`src/rtl/siso_shift_ctrl_if.sv`:
```
// Parallel/serial handshake bundle for the SISO shift sequencer.
// The master drives start/din/abort/sin; the slave (sequencer) drives the status and data outputs.
interface siso_shift_ctrl_if #(
    parameter int WIDTH = 8
);
    logic             start;
    logic [WIDTH-1:0] din;
    logic             abort;
    logic             sin;
    logic             sout;
    logic             shift_en;
    logic             ready;
    logic             busy;
    logic             done;
    logic [WIDTH-1:0] dout;

    modport master (
        output start, din, abort, sin,
        input  sout, shift_en, ready, busy, done, dout
    );

    modport slave (
        input  start, din, abort, sin,
        output sout, shift_en, ready, busy, done, dout
    );
endinterface

```
`src/rtl/siso_shift_ctrl.sv`:
```
// WIDTH-bit serial-in/serial-out shift sequencer: loads a word, shifts it out while
// capturing sin, and publishes the captured word with a one-cycle done pulse.
//
// state    | meaning
// ST_IDLE  | ready for start; shift register idle
// ST_SHIFT | WIDTH shift cycles, sout valid, sin sampled each edge
// ST_DONE  | one-cycle done pulse, dout just updated
module siso_shift_ctrl #(
    parameter int WIDTH     = 8,
    parameter bit LSB_FIRST = 1'b0
) (
    input  logic             clk,
    input  logic             rst_n,
    siso_shift_ctrl_if.slave bus
);
    localparam int               CNT_W    = $clog2(WIDTH);
    localparam logic [CNT_W-1:0] CNT_LAST = CNT_W'(WIDTH - 1);

    typedef enum logic [1:0] {
        ST_IDLE,
        ST_SHIFT,
        ST_DONE
    } state_t;

    state_t           state_q, state_d;
    logic [CNT_W-1:0] cnt_q, cnt_d;
    logic [WIDTH-1:0] shreg_q, shreg_d;
    logic [WIDTH-1:0] dout_q, dout_d;
    logic [WIDTH-1:0] shifted;
    logic             out_bit;

    // The output end and the vacated end swap with bit order.
    generate
        if (LSB_FIRST) begin : g_lsb
            assign shifted = {bus.sin, shreg_q[WIDTH-1:1]};
            assign out_bit = shreg_q[0];
        end else begin : g_msb
            assign shifted = {shreg_q[WIDTH-2:0], bus.sin};
            assign out_bit = shreg_q[WIDTH-1];
        end
    endgenerate

    always_ff @(posedge clk or negedge rst_n) begin
        if (!rst_n) begin
            state_q <= ST_IDLE;
            cnt_q   <= '0;
            shreg_q <= '0;
            dout_q  <= '0;
        end else begin
            state_q <= state_d;
            cnt_q   <= cnt_d;
            shreg_q <= shreg_d;
            dout_q  <= dout_d;
        end
    end

    always_comb begin
        state_d = state_q;
        cnt_d   = cnt_q;
        shreg_d = shreg_q;
        dout_d  = dout_q;
        case (state_q)
            ST_IDLE: begin
                if (bus.start) begin
                    shreg_d = bus.din;
                    cnt_d   = '0;
                    state_d = ST_SHIFT;
                end
            end
            ST_SHIFT: begin
                // Abort beats completion, so dout is never touched on an aborted word.
                if (bus.abort) begin
                    cnt_d   = '0;
                    state_d = ST_IDLE;
                end else begin
                    shreg_d = shifted;
                    cnt_d   = cnt_q + CNT_W'(1);
                    if (cnt_q == CNT_LAST) begin
                        cnt_d   = '0;
                        dout_d  = shifted;
                        state_d = ST_DONE;
                    end
                end
            end
            ST_DONE: state_d = ST_IDLE;
            default: state_d = ST_IDLE;
        endcase
    end

    assign bus.ready    = (state_q == ST_IDLE);
    assign bus.shift_en = (state_q == ST_SHIFT);
    assign bus.done     = (state_q == ST_DONE);
    assign bus.busy     = (state_q == ST_SHIFT) || (state_q == ST_DONE);
    assign bus.sout     = (state_q == ST_SHIFT) && out_bit;
    assign bus.dout     = dout_q;
endmodule

```
`src/flat_wrapper.sv`:
```
// flat-port wrapper written by rule: the top's interface ports become plain ports
module siso_shift_ctrl_flat 
#(
    parameter int WIDTH     = 8,
    parameter bit LSB_FIRST = 1'b0
)
  (clk, rst_n, bus_start, bus_din, bus_abort, bus_sin, bus_sout, bus_shift_en, bus_ready, bus_busy, bus_done, bus_dout);
  siso_shift_ctrl_if #(.WIDTH(WIDTH)) bus_i ();
  input  logic clk;
  input  logic rst_n;
  input wire logic [$bits(bus_i.start)-1:0] bus_start;
  input wire logic [$bits(bus_i.din)-1:0] bus_din;
  input wire logic [$bits(bus_i.abort)-1:0] bus_abort;
  input wire logic [$bits(bus_i.sin)-1:0] bus_sin;
  output wire logic [$bits(bus_i.sout)-1:0] bus_sout;
  output wire logic [$bits(bus_i.shift_en)-1:0] bus_shift_en;
  output wire logic [$bits(bus_i.ready)-1:0] bus_ready;
  output wire logic [$bits(bus_i.busy)-1:0] bus_busy;
  output wire logic [$bits(bus_i.done)-1:0] bus_done;
  output wire logic [$bits(bus_i.dout)-1:0] bus_dout;
  assign bus_i.start = bus_start;
  assign bus_i.din = bus_din;
  assign bus_i.abort = bus_abort;
  assign bus_i.sin = bus_sin;
  assign bus_sout = bus_i.sout;
  assign bus_shift_en = bus_i.shift_en;
  assign bus_ready = bus_i.ready;
  assign bus_busy = bus_i.busy;
  assign bus_done = bus_i.done;
  assign bus_dout = bus_i.dout;
  siso_shift_ctrl #(.WIDTH(WIDTH), .LSB_FIRST(LSB_FIRST)) u_core (.clk(clk), .rst_n(rst_n), .bus(bus_i));
endmodule
```
`config.mk`:
```
export PLATFORM = sky130hd
export DESIGN_NAME = siso_shift_ctrl_flat
export DESIGN_NICKNAME = d
export VERILOG_FILES = /design/src/rtl/siso_shift_ctrl_if.sv /design/src/rtl/siso_shift_ctrl.sv /design/src/flat_wrapper.sv
export SDC_FILE = /design/constraint.sdc
export NUM_CORES = 1
export LEC_CHECK = 0
export BUFFER_PORTS_ARGS = -buffer_cell sky130_fd_sc_hd__buf_2
export CAP_MARGIN = 20
export CORE_MARGIN = 8
export CORE_UTILIZATION = 45
export DETAILED_ROUTE_END_ITERATION = 16
export GPL_ROUTABILITY_DRIVEN = 0
export PLACE_DENSITY_LB_ADDON = 0.1
export RECOVER_POWER = 50
export SYNTH_ARGS = -nofsm -noshare
export SYNTH_HDL_FRONTEND = slang
export SYNTH_SLANG_ARGS = --single-unit
```
`constraint.sdc`:
```
create_clock -name clk -period 3.25 [get_ports clk]
set_clock_uncertainty 0.15 [all_clocks]
set_input_delay 0.325 -clock clk [delete_from_list [all_inputs] [get_ports clk]]
set_output_delay 0.325 -clock clk [all_outputs]
set_load 0.1 [all_outputs]
```
======== Word-level counts from Yosys, hierarchy flattened ========
Cells that the tools add are included.
storage, ports and cells
  bits of input ports ..................... 13
  memory bits (read-only) ................. 0
  register bits after elaboration ......... 21
  latch bits .............................. 0
  bits in writable memories ............... 0
  memories ................................ 0
  output and inout bits ................... 13
operators by class
  bitwise gates (word level) .............. 1
  multiplexer cells ....................... 11
  shifts and indexed selects .............. 0
  reduce and logical (&&, ||, !) cells .... 8
  eq/ne operators ......................... 6
  $lt $le $gt $ge ......................... 0
  multiply operators ...................... 0
  divide/modulo/power cells ............... 0
  add/subtract/negate cells ............... 1
operator list
  operator             count
  $mux 8               2
  $pmux 8 s2           1
  $mux 3               3
  $mux 2               3
  $pmux 3 s2           1
  $reduce_and 3->1     2
  $ne 2x2->1 const B   2
  $pmux 2 s2           1
  $reduce_and 2->1     2
  $add 3x1->3 const B  1
  $eq 3x3->1 const B   1
  $ne 3x2->1 const B   1
  $eq 2x1->1 const B   1
  $eq 2x2->1 const B   1
  $logic_not 2->1      1
  $reduce_bool 2->1    1
  $logic_and 1x1->1    1
  $logic_or 1x1->1     1
  $not 1->1            1

======== Logic depth before layout (Yosys ltp) ========
  depth after elaboration ................. 4
  mapped depth ............................ 6
  mapped depth without buffers ............ 5

======== Least setup slack after synthesis ========
No wires, ideal clock.
  path kind ............................... reg2out
  start ................................... register u_core.state_q[1]
  end ..................................... output port bus_sout
  arrival time ............................ 2.305 ns
  path buffers ............................ 1
  slack ................................... 0.470 ns
  stages on the path, launching flop included .. 5
  cell sequence ........................... dfrtp_1 inv_1 ha_1 buf_6 and2_1
on the way
  word-level cells in the longest chain between the ends .. 2
ends and longest elaborated chain
  what                      line                   text
  start: declaration        siso_shift_ctrl.sv:25  state_t state_q, state_d;
  start signal: assignment  siso_shift_ctrl.sv:50  state_q <= state_d;
  $eq 2x1->1                n/a
  net bus_shift_en          flat_wrapper.sv:16     output wire logic [$bits(bus_i.shift_en)-1:0] bus_shift_en;
  $logic_and 1x1->1         siso_shift_ctrl.sv:94  assign bus.sout = (state_q == ST_SHIFT) && out_bit;
  end: declaration          flat_wrapper.sv:15     output wire logic [$bits(bus_i.sout)-1:0] bus_sout;
The timed path passes the listed nets, and every way through them passes these cells.

======== Worst setup path in the final report ========
  start ................................... register u_core.state_q[1]
  end ..................................... output port bus_sout
on the way
  word-level cells in the longest chain between the ends .. 2
ends and longest elaborated chain
  what               line
  $eq 2x1->1         siso_shift_ctrl.sv:94
  $logic_and 1x1->1  siso_shift_ctrl.sv:94
No other way between the ends.

==> reports/results.tsv <==
stage	metric	value	unit
run_status	outcome	completed	
worst_setup_path	FF-to-FF Start	u_core.state_q[1]$_DFFE_PN0P_	
worst_setup_path	worst path cell trace	inv_1 -> ha_1 -> and2_1 -> buf_2	
power	Leak	0.631	nW
worst_setup_path	Reg2Reg Depth	5	
grt	largest net degree at the start of global routing	22	
worst_setup_path	max incr delay on CP	0.54	ns
timing	Slew Limit Headroom	0.216	
worst_setup_path	CP Capture Type	output port	
clocking	Sink Count	21	
logic_synthesis	Cells after Synth	70	
flow_run	Max-cap violations	0	
timing	Highest Clock Rate	0.410	GHz
final_layout	FF+latch area	526	sq um
clocking	root buffer cell	clkbuf_4	
power	Power Total	1.11	mW
drt	DRT iter0 DRCs	14	
drt	WL per Instance	15.4	microns
die	die area	0.00409	sq mm
grt	first-pass GRT wire length	3190	microns
timing	RSZ-0062 raised after global routing	no	
place	hpwl dp	1430	microns
logic_synthesis	Cell variety after synth	18	
final_layout	Area growth syn-to-layout	16.1	%
final_layout	Nets	117	
grt	Total Routing Usage GR	0.0960	
drt	wl on met1	873	microns
worst_setup_path	Crit Path Class	flop to output port	
grt	grt total ovfl	0	
timing	fin crit period	2.44	ns
final_layout	n_diodes	0	
die	CORE AREA	0.00219	sq mm
drt	drt total wl	1940	microns
worst_hold_path	hold path depth	2	
final_layout	Multi-input gate area	480	sq um
drt	routed vias	627	
power	peak supply drop	0.721	mV
worst_setup_path	setup slack, reg-to-reg	0.96	ns
power	power per cell area	922	mW/mm^2
worst_setup_path	crit path max-delay cell type	ha_1	
clocking	CTS buffer count	3	
die	Placement Rows	17	
worst_hold_path	worst hold start	bus_sin	
drt	met2 WL	870	microns
timing	Final Hold Fails	0	
drt	antenna viol nets, final	0	
drt	met3 routed WL	195	microns
die	Die Width	64.0	microns
die	Die Ht	64.0	microns
worst_setup_path	CP arrival	1.96	ns
final_layout	share of layout cells above drive strength 1	0.520	
clocking	clock latency on the worst-skew pair	0.30	ns
drt	Top Layer Used	met3	
timing	total negative setup slack	0	ns
drt	DRC viols	0	
timing	final setup vio count	0	
logic_synthesis	Ys Warns	0	
logic_synthesis	Synth Register Bits	21	
clocking	clock buffer depth	2	
die	Initial Utilization	0.473	
worst_hold_path	min-delay worst type	primary input to flop	
timing	fin crit share	0.751	
timing	actual slew at the worst max-slew pin	1.18	ns
logic_synthesis	number of synthesized flops with an enable pin	0	
grt	number of global-route vias before repair	688	
worst_setup_path	Worst Setup Start Kind	flop	
drt	vias per cell	4.98	
worst_hold_path	Hold Path End	u_core.bus.dout[0]$_DFFE_PN0P_	
worst_setup_path	r2r endpoint	u_core.shreg_q[7]$_DFFE_PN0P_	
logic_synthesis	fraction of registers with async set/reset	1.00	
worst_setup_path	Critical Path RT	2.77	ns
logic_synthesis	Net Count, Synth	88	
final_layout	FILL cells	197	
grt	initial antenna violation count	0	
clocking	Clock transition at path regs	0.11	ns
logic_synthesis	average footprint of a synthesized cell	14.8	sq um
logic_synthesis	ys flop type	dfrtp_1	
clocking	TritonCTS clock tree	built	
drt	DR pass1 iterations	4	
clocking	post-CTS repair timing setup buffer count	0	
die	I/O pins	26	
worst_setup_path	Crit Path Max Fanout	14	
logic_synthesis	Synth Cell Area	0.00104	sq mm
clocking	H-tree levels	1	
final_layout	post-layout util	0.549	
timing	Final Max Tran Viols	0	
place	I/O Buffers	25	
logic_synthesis	register area share after synthesis	0.507	
-- per-stage QoR --
step	std cells	cell area, sq um	setup WS, ns	hold slack (ns)
after CTS	126	1210	0.793	0.106
after floorplan	70	1040	0.470	-0.121
after global placement	121	1170	1.06	0.163
after detailed placement	121	1170	0.966	0.157
after global routing	126	1200	0.663	0.0959
final	126	1200	0.811	0.115
-- cell usage after synthesis, types with 2 or more instances --
library cell  number  area [sq um]
dfrtp_1           21           526
mux2_2            16           180
mux2_4             8           120
ha_1               5          62.6
a22o_2             3          30.0
a21oi_1            2          10.0
buf_6              2          22.5
inv_1              2          7.51
nor2_1             2          7.51
-- kinds of logic (layout without fill, tap and decap cells) --
group,Yosys count,in the layout,synth area share
mux,25,25,0.300
flops,21,21,0.507
compound gates,8,8,0.0592
simple gates,7,7,0.0447
fa+ha+maj,5,5,0.0604
buf+inv,4,32,0.0290
-- registers in the layout (all words and copies together) (netlist names) --
| signal | flops |
|---|---|
| u_core.cnt_q | 3 |
| u_core.shreg_q | 8 |
| u_core.state_q | 2 |
| u_core.bus.dout | 8 |
-- worst max-delay path: cells and delay by family (launching register included) --
family	cells	cell delay, ns
buffers and inverters	2	0.50
adder cells (fa/ha/maj)	1	0.54
flip-flops	1	0.42
AND/OR/NAND/NOR	1	0.20
-- worst max-delay path by stage --
| stage | slack [ns] | startpoint | end | cells past startpoint |
|---|---|---|---|---|
| floorplan | 0.47 | u_core.state_q[1]$_DFFE_PN0P_ | bus_sout | 4 |
| global placement | 1.06 | u_core.state_q[1]$_DFFE_PN0P_ | u_core.shreg_q[2]$_DFFE_PN0P_ | 5 |
| detailed placement | 0.97 | u_core.state_q[1]$_DFFE_PN0P_ | u_core.shreg_q[1]$_DFFE_PN0P_ | 5 |
| CTS | 0.79 | u_core.state_q[1]$_DFFE_PN0P_ | bus_sout | 4 |
| global route | 0.66 | u_core.state_q[1]$_DFFE_PN0P_ | bus_sout | 4 |
| finish | 0.81 | u_core.state_q[1]$_DFFE_PN0P_ | bus_sout | 4 |
-- per-layer routing --
layer / track usage / up-vias
li1: - / 303
met3: 0.0505 / 0
met5: 0 / -
met2: 0.141 / 19
met1: 0.118 / 305
met4: 0.0334 / 0
-- where the power goes --
group / switching, mW / leakage (nW) / internal [mW] / total, mW
clock network: 0.0802 / 0.0177 / 0.0459 / 0.126
registers: 0.0531 / 0.272 / 0.336 / 0.389
logic: 0.348 / 0.341 / 0.245 / 0.593
total: 0.482 / 0.631 / 0.627 / 1.11
-- area by class of cell --
type                    count  share of cell area
well taps                  28              0.0291
flip-flops and latches     21               0.437
multi-input cells          45               0.400
clock buffers               3              0.0187
clock inverters             1             0.00416
inverters                   2             0.00624
repair buffers             26               0.105
-- layout by cell type (no fill, tap or decap) --
cell type / instances
dlygate4sd3_1: 1
and2_1: 1
clkbuf_4: 3
nand3b_2: 1
inv_1: 2
a21oi_1: 2
nor2_1: 2
dfrtp_1: 21
nor2b_1: 1
mux2_2: 16
a2bb2oi_1: 1
or2b_2: 1
o21ai_0: 1
mux2i_1: 1
nand2b_1: 1
a21o_1: 1
buf_2: 18
ha_1: 5
mux2_4: 8
clkbuf_1: 7
a22o_2: 3
clkinv_2: 1
-- repair_timing --
item | CTS | global route
endpoints found under the setup margin | 0 | 0
hold endpoints to repair | 21 | 0
gates resized for setup | 0 | 0
hold buffers | 1 | 0
Note: power is estimated with default switching activity, not from simulation.
